==> src/rtl/acc_ctrl.sv <==
// acc_ctrl: multi-cycle fetch/decode/execute controller for the 8-bit accumulator datapath.
// Optional feature macro: CTRL_SINGLE_STEP_EN (FETCH waits for Step before each instruction).
module acc_ctrl #(
    parameter logic [4:0] RESET_PC = 5'd0
) (
    input  logic       Clock,
    input  logic       Reset,
    input  logic [7:0] RamQ,
    input  logic       Aeq0,
    input  logic       Apos,
    input  logic       Enter,
    input  logic       Step,
    output logic [4:0] RamAddr,
    output logic       RamWe,
    output logic [1:0] Asel,
    output logic       Aload,
    output logic       Sub,
    output logic       Halt,
    output logic [4:0] PcOut,
    output logic [2:0] StateOut
);

    typedef enum logic [2:0] {
        FETCH  = 3'd0,
        DECODE = 3'd1,
        EXEC   = 3'd2,
        MEMRD  = 3'd3,
        INREL  = 3'd4,
        HALT   = 3'd5
    } state_t;

    localparam logic [2:0] OP_LOAD  = 3'b000;
    localparam logic [2:0] OP_STORE = 3'b001;
    localparam logic [2:0] OP_ADD   = 3'b010;
    localparam logic [2:0] OP_SUB   = 3'b011;
    localparam logic [2:0] OP_INPUT = 3'b100;
    localparam logic [2:0] OP_JZ    = 3'b101;
    localparam logic [2:0] OP_JPOS  = 3'b110;
    localparam logic [2:0] OP_HALT  = 3'b111;

    state_t     state_r;
    state_t     state_nxt_s;
    logic [4:0] pc_r;
    logic [7:0] ir_r;
    logic [2:0] op_s;
    logic [4:0] addr_s;
    logic       step_go_s;
    logic       branch_s;

    assign op_s   = ir_r[7:5];
    assign addr_s = ir_r[4:0];

`ifdef CTRL_SINGLE_STEP_EN
    assign step_go_s = Step;
`else
    // Step has no effect in this build; FETCH always advances.
    assign step_go_s = Step | 1'b1;
`endif

    // Branch condition for JZ/JPOS, sampled from the datapath flags during EXEC.
    always_comb begin
        branch_s = 1'b0;
        if (op_s == OP_JZ) begin
            branch_s = Aeq0;
        end else if (op_s == OP_JPOS) begin
            branch_s = Apos;
        end else begin
            branch_s = 1'b0;
        end
    end

    // State register.
    always_ff @(posedge Clock or negedge Reset) begin
        if (!Reset) begin
            state_r <= FETCH;
        end else begin
            state_r <= state_nxt_s;
        end
    end

    // Program counter and instruction register.
    always_ff @(posedge Clock or negedge Reset) begin
        if (!Reset) begin
            pc_r <= RESET_PC;
            ir_r <= 8'd0;
        end else if (state_r == DECODE) begin
            ir_r <= RamQ;
            pc_r <= pc_r + 5'd1;
        end else if ((state_r == EXEC) && branch_s) begin
            pc_r <= addr_s;
        end
    end

    // Next-state decode.
    always_comb begin
        state_nxt_s = FETCH;
        case (state_r)
            FETCH:  state_nxt_s = step_go_s ? DECODE : FETCH;
            DECODE: state_nxt_s = EXEC;
            EXEC: begin
                case (op_s)
                    OP_LOAD, OP_ADD, OP_SUB:   state_nxt_s = MEMRD;
                    OP_STORE, OP_JZ, OP_JPOS:  state_nxt_s = FETCH;
                    OP_INPUT:                  state_nxt_s = Enter ? INREL : EXEC;
                    OP_HALT:                   state_nxt_s = HALT;
                    default:                   state_nxt_s = FETCH;
                endcase
            end
            MEMRD:  state_nxt_s = FETCH;
            INREL:  state_nxt_s = Enter ? INREL : FETCH;
            HALT:   state_nxt_s = HALT;
            default: state_nxt_s = FETCH;
        endcase
    end

    // Control outputs, decoded from state, IR and Enter.
    always_comb begin
        RamAddr = pc_r;
        RamWe   = 1'b0;
        Asel    = 2'b00;
        Aload   = 1'b0;
        Sub     = 1'b0;
        Halt    = 1'b0;
        case (state_r)
            FETCH, DECODE: RamAddr = pc_r;
            EXEC: begin
                RamAddr = addr_s;
                case (op_s)
                    OP_STORE: RamWe = 1'b1;
                    OP_INPUT: begin
                        if (Enter) begin
                            Asel  = 2'b01;
                            Aload = 1'b1;
                        end else begin
                            Asel  = 2'b00;
                            Aload = 1'b0;
                        end
                    end
                    default: RamWe = 1'b0;
                endcase
            end
            MEMRD: begin
                RamAddr = addr_s;
                case (op_s)
                    OP_LOAD: begin
                        Asel  = 2'b10;
                        Aload = 1'b1;
                    end
                    OP_ADD: Aload = 1'b1;
                    OP_SUB: begin
                        Sub   = 1'b1;
                        Aload = 1'b1;
                    end
                    default: Aload = 1'b0;
                endcase
            end
            INREL:  RamAddr = addr_s;
            HALT:   Halt = 1'b1;
            default: RamAddr = pc_r;
        endcase
    end

    assign PcOut    = pc_r;
    assign StateOut = state_r;

endmodule

==> config.mk <==
export PLATFORM = sky130hd
export DESIGN_NAME = acc_ctrl
export DESIGN_NICKNAME = d
export VERILOG_FILES = /design/src/rtl/acc_ctrl.sv
export SDC_FILE = /design/constraint.sdc
export NUM_CORES = 1
export LEC_CHECK = 0
export ABC_AREA = 1
export ABC_CLOCK_PERIOD_IN_PS = 2400
export CAP_MARGIN = 20
export CORE_MARGIN = 2
export CORE_UTILIZATION = 26
export CTS_BUF_LIST = sky130_fd_sc_hd__clkbuf_2
export DETAILED_ROUTE_END_ITERATION = 10
export HOLD_SLACK_MARGIN = 0.12
export RECOVER_POWER = 100
export SYNTH_ARGS = -nofsm -noshare
export SYNTH_HDL_FRONTEND = slang
export SYNTH_SLANG_ARGS = --single-unit
==> constraint.sdc <==
create_clock -name Clock -period 2.4 [get_ports Clock]
set_clock_uncertainty 0.2 [all_clocks]
set_input_delay 0.48 -clock Clock [delete_from_list [all_inputs] [get_ports Clock]]
set_output_delay 0.48 -clock Clock [all_outputs]
set_load 0.01 [all_outputs]
Yosys cells after proc, flatten, opt, wreduce, memory -nomap -nowiden
Index checks and enable logic that the tools add are counted.
{"block": "totals", "mem_bits_rw": 0, "latchBits": 0, "input_bits": 14, "wordCells": 45, "romBits": 0, "n_memories": 0, "ff_bits": 16}
{"block": "classes", "div": 0, "eq_ne": 12, "n_shift": 0, "muxes": 22, "n_lt_le_gt_ge": 0, "reduce_logical": 7, "n_addsub": 1, "n_mul": 0, "bitwise": 0}
{"op": "$eq A3 B3 Y1 const B", "count": 6}
{"op": "$mux W5", "count": 3}
{"op": "$pmux W3 S5", "count": 1}
{"op": "$eq A3 B2 Y1 const B", "count": 4}
{"op": "$mux W1", "count": 12}
{"op": "$pmux W3 S4", "count": 1}
{"op": "$reduce_or A3 Y1", "count": 3}
{"op": "$eq A3 B1 Y1 const B", "count": 2}
{"op": "$logic_not A3 Y1", "count": 2}
{"op": "$mux W3", "count": 2}
{"op": "$add A5 B1 Y5 const B", "count": 1}
{"op": "$pmux W2 S2", "count": 1}
{"op": "$mux W2", "count": 1}
{"op": "$pmux W1 S2", "count": 1}
{"op": "$reduce_bool A2 Y1", "count": 1}
{"op": "$logic_and A1 B1 Y1", "count": 1}

Depth between registers and ports, before layout
Gate-level depths: netlist of run 1.
{"block": "depth", "depth_word": 6, "ltp_mapped": 8, "ltp_nobuf": 7}

Worst setup path before layout of run 1
No wires, ideal clock.
{"block": "synth_path", "path_kind": "reg-to-output", "startpoint": "register state_r[1] (netlist: StateOut[1])", "endpoint": "output RamAddr[3]", "n_path_buf": 0, "setup_slack_ps": 639, "arrival_ps": 1081, "stages_incl_launch_ff": 6, "required_ps": 1720, "cell_sequence": "dfrtp_1 > nor2_1 > nand2_1 > nand2_1 > nand2_1 > o21ai_1"}
{"block": "synth_via", "elab_chain_cells": 3}
{"item": "from (decl)", "line": "41", "text": "state_t state_r;"}
{"item": "from (signal assigned)", "line": "77", "text": "state_r <= state_nxt_s;"}
{"item": "$eq A3 B2 Y1 or $eq A3 B3 Y1 (tied branches)", "line": "124", "text": "case (state_r)"}
{"item": "$reduce_or A3 Y1 (no line) (*)"}
{"item": "$mux W5 (*)", "line": "124"}
{"item": "to (decl)", "line": "13", "text": "output logic [4:0] RamAddr,"}
Every way passes the cells marked *; elsewhere a longest branch is shown, timed or not.

Worst setup path after layout of run 1
Ends and elaborated chain as after synthesis.

==> results.md, run 1 <==
- Outcome: complete, no violations
- Synth warn: 0
- Period utilisation layout: a little over nine tenths
- Worst skew pair latency: just under 300 ps
- Mean post-synth cell area: ~7.1 sq um
- Core footprint: 3420 sq um
- Site row count: 21
- Reg2reg path depth: 7
- Synth top area cells: dfrtp_1, nand2_1, nand3_1
- Final Max Tran Viols: 0
- Vias in the first global route: between 900 and 1000
- Syn Nets: 150
- CTS root buf: clkbuf_2
- Nets: 190
- First drt pass iteration count: 4
- CTS tree: built
- Total GRT Usage: around an eighth
- Largest net degree at the start of global routing: 17
- R2r endpoint: PcOut[2]
- DRT antenna net count: 0
- Max-cap violations: 0
- Full die area: 4170 sq um
- First-pass GRT wire length: 4230 um
- Actual slew at the worst max-slew pin: between 900 and 1000 ps
- Rel. slew slack: approximately two fifths
- RSZ-0062 raised after global routing: no
- Total Wirelength: ~2400 um
- Synth top area share: about two fifths
- Sequential share of power: 65.2%
- DIE HEIGHT: between 60 and 70 um
- Number of remaining DRC errors: 0
- Initial Utilization: between 20% and 30%
- IO Port Bufs: 31
- Die W: around 65 um
- Setup crit start kind: flip-flop
- Clock group share of total power: 28.8%
- Hold Vio Cnt, Final: 0
- Crit Path Max Fanout: 7
- Number of I/O pins: 33
- Crit path capture: RamAddr[3]
- WS Path Type: reg -> out
- Arr. time, crit path: 1600 ps
- Cell Area, Synth: about 950 sq um
- Clock transition at the registers of the reported paths: 150 ps
- Achievable frequency: roughly 440 MHz
- Switching power: between 90 and 100 uW
- Yosys cell types: 22
- Maximum clock path buffer count: 2
- CP required: between 1500 and 2000 ps
- P_leak: about 0.00067 uW
- DR vias/cell: between 4 and 5
- Internal Pwr Total: approximately 320 uW
- Cells after DPL: about 210
- Final non-filler cell total: 219
- Sw Ratio: a little under a quarter
- Iteration-0 DRC count of the detailed router: 41
- DPL Wire Length: 1830 um
- Share of post-route cells with drive strength above 1: between 10% and 20%
- R2r startpoint: StateOut[2]
- Power consumption: slightly above 400 uW
- Via count: between 900 and 1000
- Post-synthesis sequential area ratio: a little over two fifths
- Gate Count Post-Synth: ~140
- RePlAce Congestion: 0.758
- N_diodes: 0
- Final worst path period need: between 2000 and 2500 ps
- Worst IR Drop VDD: between 0.00009 and 0.0001 V
- # H-tree levels: 1
- Area delta synth->final: 41.1%
- Synth area leader: dfrtp_1
- CP Capture Type: primary output
- Reg2reg setup slack: between 400 and 500 ps
- Initial antenna violation count: 0
- Clock sink total: 16
- Pwr Density: between 300 and 400 nW/um^2
- Register bit total from synthesis: 16
- Gate power share: around 6.0%
- Final count of negative-setup-slack endpoints: 0
- Num CTS Buffers: 3
- CP startpoint: StateOut[1]
- Gr ovfl total: 0
- Hold/Removal Path Class: reg -> reg
- Wire per inst: around 11 um
==> sequential cells by signal, summed over array words and instances (netlist names) <==
name	cells
PcOut	5
StateOut	3
ir_r	8
==> area by class of cell <==
| cell class | instances | area (sq um) |
|---|---|---|
| clock buffers | 3 | 15.0 |
| fillers | 385 | 2070 |
| inverters | 9 | 33.8 |
| multi-input cells | 107 | 489 |
| flip-flops and latches | 16 | 400 |
| well taps | 46 | 57.6 |
| repair buffers | 38 | 349 |
==> layer usage <==
| layer | global-route usage (%) | wire length, um | up-vias |
|---|---|---|---|
| met2 | 23.0 | 1210 | 23 |
| met4 | 4.79 | 42 | 0 |
| met3 | 1.56 | 97 | 4 |
| li1 | - | - | 517 |
| met5 | 0 | 0 | - |
| met1 | 15.4 | 1030 | 441 |
==> cells by family after synthesis <==
group,count (synthesis),synth area share [%]
AO/OA/AOI/OAI,11,5.91
buffers and inverters,12,5.91
adder cells (fa/ha/maj),1,1.31
flip-flops,16,42.0
AND/OR/NAND/NOR,95,44.9
==> power groups by stage <==
stage               logic, uW  registers [uW]  clock network (uW)
floorplan             0.00903             275                   0
global placement         26.2             275                   0
detailed placement       27.0             275                   0
CTS                      27.0             270                 125
global route             27.2             270                 136
finish                   24.9             270                 119
==> worst max-delay path, cell delays in order, from the launching register on <==
cell             delay [ps]
dfrtp_1                 410
buf_4                   160
nand2_2                 100
nand2_2                  80
buf_4                   150
o21ai_1                 140
clkdlybuf4s15_1         250
==> worst min path at each step <==
stage | start | end | slack (ps) | cells past startpoint
finish | ir_r[3] | ir_r[3] | 320 | 2
global route | ir_r[1] | ir_r[1] | 350 | 2
CTS | Reset | ir_r[0] | 280 | 2
detailed placement | ir_r[0] | ir_r[0] | 280 | 2
global placement | ir_r[3] | ir_r[3] | 280 | 2
floorplan | Reset | PcOut[0] | -20 | 0
==> metrics by stage <==
stage                     setup TNS (ps)  worst slack, ps  area, sq um  utilization (%)  hold slack (ps)
final                                  0              124         1350             39.4              316
after global placement             -57.3            -45.5         1320             38.7              278
after CTS                          -10.3            -10.3         1360             39.8              277
after global routing                   0             7.73         1350             39.4              351
after floorplan                        0              639          953                -            -15.6
after detailed placement            -136            -78.5         1320             38.7              281
==> cells in the mapped netlist, drive strengths merged <==
cell,instances
nand4,2
nand3,19
nand2,63
dfrtp,16
or2,1
o21ai,10
inv,9
nor2,7
nor4,1
o22ai,1
clkbuf,1
ha,1
nor3,2
buf,2
==> layout by cell type, fill, tap and decap left out, types with 2 or more instances in the layout <==
master,Yosys,routed
clkbuf_2,0,3
inv_2,2,2
dfrtp_1,16,16
nor2_1,4,5
dlygate4sd2_1,0,8
clkdlybuf4s25_1,0,2
nand4_1,2,2
nand3_1,18,19
o21ai_0,4,7
nand2_1,60,58
nor3_1,2,2
buf_4,1,6
inv_1,7,7
dlygate4sd3_1,0,9
clkdlybuf4s50_1,0,11
o21ai_1,6,3
nand2_2,1,4
==> repair_timing <==
| action | in CTS | in global routing |
|---|---|---|
| setup buffers | 4 | 0 |
| endpoints found under the setup margin | 10 | 4 |
| pin swaps | 2 | 0 |
| hold buffers | 0 | 0 |
| gates resized for setup | 11 | 4 |
Power figures use the tool's default switching activity.
==> run 2: changes to the inputs <==
--- a/config.mk
+++ b/config.mk
@@ -14,6 +14,7 @@
 export DETAILED_ROUTE_END_ITERATION = 10
 export HOLD_SLACK_MARGIN = 0.12
 export RECOVER_POWER = 100
+export SKIP_CTS_REPAIR_TIMING = 1
 export SYNTH_ARGS = -nofsm -noshare
 export SYNTH_HDL_FRONTEND = slang
 export SYNTH_SLANG_ARGS = --single-unit
==> results.md, run 2 (synthesis gave the netlist of run 1 again) <==
- Die W: about 65 um
- Initial Utilization: between 20 and 30%
- First drt pass iteration count: 4
- # H-tree levels: 1
- Internal Pwr Total: ~320 uW
- CTS root buf: clkbuf_2
- Worst hold start: ir_r[3]
- N_diodes: 0
- Placed Area: 1320 sq um
- Worst IR Drop VDD: 0.0000970 V
- Hold Crit Depth: 2
- Commonest cells after routing, fill and taps aside: nand2_1, nand3_1, dfrtp_1
- Top reg by flops: ir_r
- IO Port Bufs: 31
- RSZ-0062 raised after global routing: no
- Max reg flops: 8
- Final count of negative-setup-slack endpoints: 0
- WS Path Type: reg -> out
- R2r startpoint: StateOut[2]
- Fin util: approximately 39%
- Hold endpoint: ir_r[3]
- Setup crit start kind: flip-flop
- Pwr Density: 310 nW/um^2
- Total GRT Usage: between 10 and 15%
- Actual slew at the worst max-slew pin: just under 900 ps
- CP required: between 1500 and 2000 ps
- First-pass GRT wire length: 4160 um
- RePlAce Congestion: about 0.76
- Number of I/O pins: 33
- CP startpoint: StateOut[2]
- Sw Ratio: a little under a quarter
- Area delta synth->final: 41.5%
- Period utilisation layout: between 90 and 100%
- Fill cell count: about 380
- Final worst path period need: ~2200 ps
- GR Util met1: roughly 15%
- Arr. time, crit path: between 1500 and 2000 ps
- Maximum clock path buffer count: 2
- DIE HEIGHT: approximately 65 um
- Outcome: complete, no violations
- Design area: about 1300 sq um
- Reg2reg setup slack: around 570 ps
- Power consumption: ~420 uW
- DR vias/cell: around 4.6
- Rel. slew slack: 41.2%
- Full die area: 4170 sq um
- Clock group share of total power: approximately 30%
- Switching power: ~97 uW
- R2r endpoint: PcOut[2]
- Met3 usage: under 10%
- Most Crowded Layer GR: met2
- Crit Path Max Fanout: 7
- Wire per inst: approximately 11 um
- DRT antenna net count: 0
- Gr ovfl total: 0
- Iteration-0 DRC count of the detailed router: 26
- Cells after DPL: roughly 210
- Initial antenna violation count: 0
- Core footprint: 3420 sq um
- Vias in the first global route: 920
- P_leak: between 0.0007 and 0.0008 uW
- Area of the multi-input gates: ~500 sq um
- Site row count: 21
- Share of post-route cells with drive strength above 1: 9.94%
- Largest net degree at the start of global routing: 17
- Commonest non-fill, non-tap cell in the layout: nand2_1
- Sequential share of power: about 65%
- Via count: between 900 and 1000
- Number of remaining DRC errors: 0
- CP Capture Type: primary output
- Max-cap violations: 0
- DPL Wire Length: about 1800 um
- Hold/Removal Path Class: reg -> reg
- Gate power share: roughly 6%
- Reg2reg path depth: 8
- Worst skew pair latency: approximately 300 ps
- Nets: ~190
- Hold Vio Cnt, Final: 0
- Num CTS Buffers: 3
- Fin Setup TNS: 0 ps
- Achievable frequency: about 450 MHz
- GR Util met2: 22.5%
- Flip-flop and latch area: ~400 sq um
- CTS tree: built
- Clock sink total: 16
- Final non-filler cell total: approximately 220
- Final Max Tran Viols: 0
- Total Wirelength: between 2000 and 2500 um
- Clock transition at the registers of the reported paths: between 150 and 200 ps
-- run 2: changes by cell type in the layout (fill, tap and decap cells not counted), sizes merged --
cell	change
clkdlybuf4s15	-1
buf	-3
clkbuf	+4
dlymetal6s2s	+6
dlygate4sd2	-8
-- run 2: through the flow --
stage | hold slack [ps] | setup slack, ps
after floorplan | -15.6 | 639
final | 315 | 178
after global routing | 351 | 97.4
after global placement | 278 | -45.5
after detailed placement | 281 | -78.5
after CTS | 277 | -252
-- run 2: worst max path at each step --
stage | end | slack (ps) | cells after the start
2_1_floorplan | RamAddr[3] | 640 | 5
3_3_place_gp | Aload | -50 | 4
3_5_place_dp | Aload | -80 | 4
4_1_cts | RamAddr[3] | -250 | 6
5_1_grt | Sub | 100 | 4
6_report | RamAddr[3] | 180 | 5
-- run 2: metal layers --
metal  vias to the layer above  wire length [um]
li1                        512                 -
met1                       446              1040
met2                        34              1210
met3                         4               148
met4                         0                42
met5                         -                 0
-- run 2: critical path, cell delays in order (launching register included) --
cell            delay (ps)
dfrtp_1                450
buf_4                  140
nand2_1                150
nand2_4                100
o21ai_0                210
dlymetal6s2s_1         190
-- run 2: layout make-up --
type	count	share of cell area, %
inverters	9	2.50
well taps	46	4.27
repair buffers	36	25.2
multi-input cells	107	37.2
flip-flops and latches	16	29.7
clock buffers	3	1.11
-- run 2: power groups by stage --
stage / Combinational (uW) / Clock, uW / Sequential [uW]
after floorplan: 0.00903 / 0 / 275
after global placement: 26.2 / 0 / 275
after detailed placement: 27.0 / 0 / 275
after CTS: 27.0 / 125 / 270
after global routing: 27.2 / 136 / 270
final: 25.0 / 123 / 270
